[src/rtl/mem_arb_pkg.sv]
// rtl/mem_arb_pkg.sv - shared state and owner encodings for the memory arbiter
package mem_arb_pkg;

  typedef enum logic [1:0] {
    IDLE = 2'd0,
    BUSY = 2'd1,
    RESP = 2'd2
  } state_t;

  typedef enum logic {
    INSTR = 1'b0,
    DATA  = 1'b1
  } owner_t;

endpackage

[src/rtl/wait_timer.sv]
// rtl/wait_timer.sv - wait-state counter flagging when a memory access has waited too long
module wait_timer #(
  parameter int TIMEOUT = 16
) (
  input  logic clk,
  input  logic rst,
  input  logic clear,
  input  logic enable,
  output logic expired
);

  localparam int CW = (TIMEOUT > 1) ? $clog2(TIMEOUT) : 1;

  logic [CW-1:0] count;

  always_ff @(posedge clk) begin
    if (rst || clear) begin
      count <= '0;
    end else if (enable && !expired) begin
      count <= count + CW'(1);
    end
  end

  assign expired = (count == CW'(TIMEOUT - 1));

endmodule

[src/rtl/mem_arbiter.sv]
// rtl/mem_arbiter.sv - shares one single-port memory between instruction fetch and data access
module mem_arbiter
  import mem_arb_pkg::*;
#(
  parameter int AW         = 32,
  parameter int DW         = 32,
  parameter int TIMEOUT    = 16,
  parameter int STARVE_MAX = 4
) (
  input  logic          clk,
  input  logic          rst,
  input  logic          i_req,
  input  logic [AW-1:0] i_addr,
  output logic          i_ready,
  output logic [DW-1:0] i_rdata,
  input  logic          d_req,
  input  logic          d_we,
  input  logic [AW-1:0] d_addr,
  input  logic [DW-1:0] d_wdata,
  output logic          d_ready,
  output logic [DW-1:0] d_rdata,
  output logic          mem_req,
  output logic          mem_we,
  output logic [AW-1:0] mem_addr,
  output logic [DW-1:0] mem_wdata,
  input  logic          mem_ready,
  input  logic [DW-1:0] mem_rdata,
  output logic          bus_err
);

  localparam int SW = (STARVE_MAX > 0) ? $clog2(STARVE_MAX + 1) : 1;

  state_t        state, state_next;
  owner_t        owner;
  logic [SW-1:0] starve_cnt;
  logic          starve_hit;
  logic          grant_i, grant_d;
  logic          expired;
  logic          finish;

  assign starve_hit = (starve_cnt == SW'(STARVE_MAX));
  assign finish     = (state == BUSY) && (mem_ready || expired);

  wait_timer #(.TIMEOUT(TIMEOUT)) u_wait_timer (
    .clk     (clk),
    .rst     (rst),
    .clear   (grant_i || grant_d),
    .enable  ((state == BUSY) && !mem_ready),
    .expired (expired)
  );

  always_comb begin
    state_next = state;
    grant_i    = 1'b0;
    grant_d    = 1'b0;
    case (state)
      IDLE: begin
        // Data normally wins; a starved fetch takes the slot once the limit is hit.
        if (i_req && (!d_req || starve_hit)) begin
          grant_i    = 1'b1;
          state_next = BUSY;
        end else if (d_req) begin
          grant_d    = 1'b1;
          state_next = BUSY;
        end
      end
      BUSY:    if (mem_ready || expired) state_next = RESP;
      RESP:    state_next = IDLE;
      default: state_next = IDLE;
    endcase
  end

  always_ff @(posedge clk) begin
    if (rst) begin
      state      <= IDLE;
      owner      <= INSTR;
      starve_cnt <= '0;
      mem_we     <= 1'b0;
      mem_addr   <= '0;
      mem_wdata  <= '0;
      i_rdata    <= '0;
      d_rdata    <= '0;
      bus_err    <= 1'b0;
    end else begin
      state <= state_next;
      if (grant_i) begin
        owner      <= INSTR;
        mem_we     <= 1'b0;
        mem_addr   <= i_addr;
        mem_wdata  <= '0;
        starve_cnt <= '0;
      end
      if (grant_d) begin
        owner     <= DATA;
        mem_we    <= d_we;
        mem_addr  <= d_addr;
        mem_wdata <= d_wdata;
        if (i_req && !starve_hit) starve_cnt <= starve_cnt + SW'(1);
      end
      // A timed-out access returns zero data and leaves the sticky error set.
      if (finish) begin
        if (!mem_ready) bus_err <= 1'b1;
        if (owner == INSTR) i_rdata <= mem_ready ? mem_rdata : '0;
        else                d_rdata <= (mem_ready && !mem_we) ? mem_rdata : '0;
      end
    end
  end

  assign mem_req = (state == BUSY);
  assign i_ready = (state == RESP) && (owner == INSTR);
  assign d_ready = (state == RESP) && (owner == DATA);

endmodule

[config.mk]
export PLATFORM = sky130hd
export DESIGN_NAME = mem_arbiter
export DESIGN_NICKNAME = d
export VERILOG_FILES = /design/src/rtl/mem_arb_pkg.sv /design/src/rtl/wait_timer.sv /design/src/rtl/mem_arbiter.sv
export SDC_FILE = /design/constraint.sdc
export NUM_CORES = 1
export LEC_CHECK = 0
export CORE_MARGIN = 8
export CORE_UTILIZATION = 43
export DETAILED_ROUTE_END_ITERATION = 7
export MAX_ROUTING_LAYER = met4
export PLACE_DENSITY_LB_ADDON = 0.05
export SLEW_MARGIN = 15
export SYNTH_ARGS = -nofsm -noshare
export SYNTH_HDL_FRONTEND = slang
export SYNTH_SLANG_ARGS = --single-unit
[constraint.sdc]
create_clock -name clk -period 2.1 [get_ports clk]
set_input_delay 0.63 -clock clk [delete_from_list [all_inputs] [get_ports clk]]
set_output_delay 0.63 -clock clk [all_outputs]
set_load 0.02 [all_outputs]
* Word-level counts from Yosys, hierarchy flattened
Index checks and enable logic that the tools add are counted.
** Storage, ports and cells
- Output and inout port bits :: 133
- Input port bits :: 134
- Register bits after elaboration :: 140
- Word-level logic and storage cells :: 64
** Operators by class
- Muxes and demuxes :: 21
- Reductions and logical operators :: 23
- Bitwise gates (word level) :: 2
- Equal/unequal tests :: 6
- Add/sub/neg operators :: 2
** Operators by type and width (count)
- $mux 32 :: 6
- $mux 3 :: 3
- $logic_and 1x1->1 :: 8
- $mux 1 :: 8
- $reduce_and 2->1 :: 4
- $mux 2 :: 3
- $logic_not 1->1 :: 5
- $add 4x1->4 const B :: 1
- $eq 4x4->1 const B :: 1
- $logic_or 1x1->1 :: 4
- $pmux 2 s2 :: 1
- $add 3x1->3 const B :: 1
- $eq 3x3->1 const B :: 1
- $ne 3x3->1 const B :: 1
- $eq 2x1->1 const B :: 1
- $eq 2x2->1 const B :: 1
- $logic_not 2->1 :: 1
- $ne 2x1->1 const B :: 1
- $not 1->1 :: 2
- $reduce_bool 2->1 :: 1

* Logic depth before layout (Yosys ltp)
- Depth after elaboration :: 8
- Gate-level depth with buffers :: 7

* By module
Synthesis repeated with hierarchy kept, for this count alone.
** Second synthesis, totals
- Cell total of the unflattened synthesis :: 755
- Area, all modules :: 6381.1 um2
** Modules (own cells, without submodules)
- mem_arbiter :: area an instance 6169.7 um2, times used 1, sequential area each 2722.6 um2, cells each 733
- wait_timer :: area an instance 211.5 um2, times used 1, sequential area each 80.1 um2, cells each 22

* Worst setup path before layout
No wires, ideal clock.
- Kind :: register -> output
- Start :: register owner
- End :: output i_ready
- Stages on the path, launching flop included :: 4
- Arrival time :: 1.238 ns
- Slack :: 0.232 ns
- Path buffers :: 2
- Cells stage by stage :: dfxtp_1 > clkbuf_1 > clkbuf_1 > nor3b_1
** On the way
- Word-level cells in the longest chain between the ends :: 2
** Ends and longest elaborated chain
- from (decl) :: line mem_arbiter.sv:34 : owner_t owner;
- from (signal assigned) :: line mem_arbiter.sv:76 : owner <= INSTR;
- from (signal assigned) :: line mem_arbiter.sv:87 : owner <= INSTR;
- from (signal assigned) :: line mem_arbiter.sv:94 : owner <= DATA;
- $not 1->1 (no line)
- $logic_and 1x1->1 :: line mem_arbiter.sv:110 : assign i_ready = (state == RESP) && (owner == INSTR);
- to (decl) :: line mem_arbiter.sv:14 : output logic i_ready,
No other way between the ends.

* Final worst setup path
- Start :: register mem_addr[3]
- End :: output mem_addr[3]
** RTL lines
- from (decl) :: line mem_arbiter.sv:24 : output logic [AW-1:0] mem_addr,
- from (signal assigned) :: line mem_arbiter.sv:89 : mem_addr <= i_addr;
- from (signal assigned) :: line mem_arbiter.sv:96 : mem_addr <= d_addr;
No word-level cell between the ends.

==> flow_metrics.tcl <==
set metrics [dict create \
    clkSinkCount 140 \
    place_congestion 0.791 \
    clk_latency_ns 0.42 \
    grt_pass1_vias 6077 \
    period_share_pct 97.5 \
    path_buf_inv 1 \
    cp.required_ns 1.47 \
    cpPeakStageDelay_ns 0.66 \
    cts_root_buf "clkbuf_16" \
    cts_tree "yes" \
    die_y_um 136 \
    swShare_pct 26.9 \
    synth_area_leader_cell "dfxtp_1" \
    start_util_pct 43.4 \
    yosys_most_used_dff "dfxtp_1" \
    firstDrtPassIters 4 \
    port_buffers 266 \
    slowest_stage "clkdlybuf4s50_1" \
    vias_per_cell 5.58 \
    timing.fmax_mhz 488 \
    synth_area_per_cell_um2 9.95 \
    nets 1009 \
    ant_nets 0 \
    syn-cell-area_um2 6210 \
    vias 5963 \
    fin_crit_ns 2.05 \
    grt-ovfl-total 0 \
    fin_tns_setup_ns 0 \
    die_area_um2 18500 \
    first_iter_violations 320 \
    synth-seq-cells 140 \
    synth_edf_count 0 \
    cts_made_buffers 17 \
    synth-seq-area-share_pct 45.1 \
    yosysWarningCount 0 \
    synth.area.top_cells "dfxtp_1 (45%), and4_1 (9.2%), o32ai_2 (7.9%)" \
    antenna_found_initial 0 \
    ctsHoldBuffers 0 \
    fill_cells 1153 \
    wl_per_cell_um 19.7 \
    power_density_nw_per_um2 742 \
    cell_internal_pwr_mw 5.28 \
    tightest_slew_ns 0.589 \
    p_switching_mw 1.94 \
    syn_inst 624 \
    setup_ws_ns 0.0528 \
    clkPwrFrac_pct 39.6 \
    grt_max_degree 71 \
    maxSlewHeadroom_pct 60.7 \
    rows 44 \
    die_w_um 136 \
    track_usage_pct 23.4 \
    syn2layout_area_growth_pct 56.7 \
    yosys.area.top_type_share_pct 45.1 \
    place_ws_ns -0.165 \
    grt_setup_unrepaired "false" \
    synth_common_cells "dfxtp_1 (140), nand3_1 (68), and4_1 (65)" \
    p_seq_share_pct 40.3 \
    clk_path_buf_depth 2 \
    final_hold_viol_count 0 \
    p_comb_share_pct 20.2 \
    setup_violations 0 \
    drive_gt1_share_pct 12.4 \
    ys_types 42 \
    totalWireLength_um 21100 \
    dpl-instance-area_um2 9170 \
    path_delay_family "buffers and inverters" \
    core_um2 14300 \
    htreeDepth 4 \
    diodes 0 \
    hold_class "flop to flop" \
    synth.most_common_cell "dfxtp_1" \
    critPathKind "flop to output pin" \
    grt_pass1_wl_um 33300 \
    skew_ns 0.00582 \
    synthArstFlopShare_pct 0 \
    crit_arrival_ns 1.42 \
    hold_ws_ns 0.463 \
    critPathMaxFanout 2 \
    ioPinCount 267 \
    status "finished, final reports clean" \
    p_leak_nw 3.50 \
    drv_slew 0 \
    cp-start-kind "flop" \
    path_clk_slew_ns 0.06 \
    drcViolationCount 0 \
    ir_worst_vdd_uv 549 \
    drv_cap 0 \
    syn_nets 761 \
    crit_path_end_kind "output pin" \
    path_cells "clkdlybuf4s50_1" \
    dp_hpwl_um 15000 \
    stdcell_area_um2 9730 \
]
path summary, 6_finish.rpt:
check,from,end,slack [ns],cells after the start
setup / recovery,mem_addr[3],mem_addr[3],0.05,1
hold / removal,bus_err,bus_err,0.46,1
setup reg to reg,owner,i_rdata[4],0.21,4
hold reg to reg,bus_err,bus_err,0.46,1
registers in the layout, indices dropped and copies added, names as in the netlist:
name                count
i_rdata                32
mem_we                  1
d_rdata                32
bus_err                 1
u_wait_timer.count      4
owner                   1
mem_addr               32
mem_wdata              32
starve_cnt              3
state                   2
what timing repair did:
action	4_1_cts	5_1_grt
gates resized for setup	5	0
buffers inserted	0	0
setup endpoints to repair	4	0
hold endpoints to repair	0	0
per-stage QoR:
step                      cells  power (mW)  utilization [%]
after floorplan             624        3.65                -
after global placement     1037        4.39             64.1
after detailed placement   1037        4.42             64.1
after CTS                  1069        7.29             68.0
after global routing       1069        7.51             68.0
final                      1069        7.22             68.0
layout make-up:
type                            instances  area [µm²]  share of cell area (%)
Timing Repair Buffer                  303        3080                    31.7
Multi-Input combinational cell        373        2910                    29.9
Sequential cell                       140        2800                    28.8
Clock buffer                           22         474                    4.87
Tap cell                              184         230                    2.37
Inverter                               37         139                    1.43
Clock inverter                         10        91.3                   0.939
power groups by stage:
| stage | Sequential [mW] | Clock [mW] | Combinational [mW] |
|---|---|---|---|
| 4_1_cts | 2.91 | 2.92 | 1.46 |
| 3_3_place_gp | 2.96 | 0 | 1.44 |
| 2_1_floorplan | 3.13 | 0 | 0.519 |
| 5_1_grt | 2.93 | 3.03 | 1.55 |
| 3_5_place_dp | 2.96 | 0 | 1.46 |
| 6_report | 2.91 | 2.86 | 1.46 |
layer usage:
metal / vias up / global-route usage, % / routed length (µm)
li1: 2850 / - / -
met1: 2850 / 27.5 / 8570
met2: 234 / 37.1 / 10300
met3: 29 / 6.98 / 1740
met4: 0 / 8.85 / 449
met5: - / - / 0
logic make-up (layout without fill, tap and decap cells):
| family | Yosys count | count (layout) | share of synthesized area, % |
|---|---|---|---|
| AO/OA/AOI/OAI | 181 | 181 | 25.2 |
| flip-flops | 140 | 140 | 45.1 |
| AND/OR/NAND/NOR | 189 | 189 | 20.5 |
| adder cells (fa/ha/maj) | 3 | 3 | 0.605 |
| buffers and inverters | 111 | 372 | 8.48 |
cell usage in the layout (no fill, tap or decap), types with 3 or more instances in the layout:
| cell | n |
|---|---|
| o21ai_0 | 34 |
| buf_12 | 12 |
| nand2b_1 | 3 |
| a221o_1 | 32 |
| clkinv_2 | 4 |
| a22o_1 | 33 |
| clkdlybuf4s50_1 | 261 |
| dlygate4sd2_1 | 4 |
| inv_1 | 36 |
| o32ai_2 | 30 |
| nor2b_1 | 33 |
| clkbuf_8 | 3 |
| clkinv_4 | 3 |
| and4_1 | 65 |
| dfxtp_1 | 139 |
| ha_1 | 3 |
| clkbuf_16 | 17 |
| a21oi_1 | 38 |
| nand3_1 | 68 |
| buf_4 | 26 |
Power figures use the tool's default switching activity.
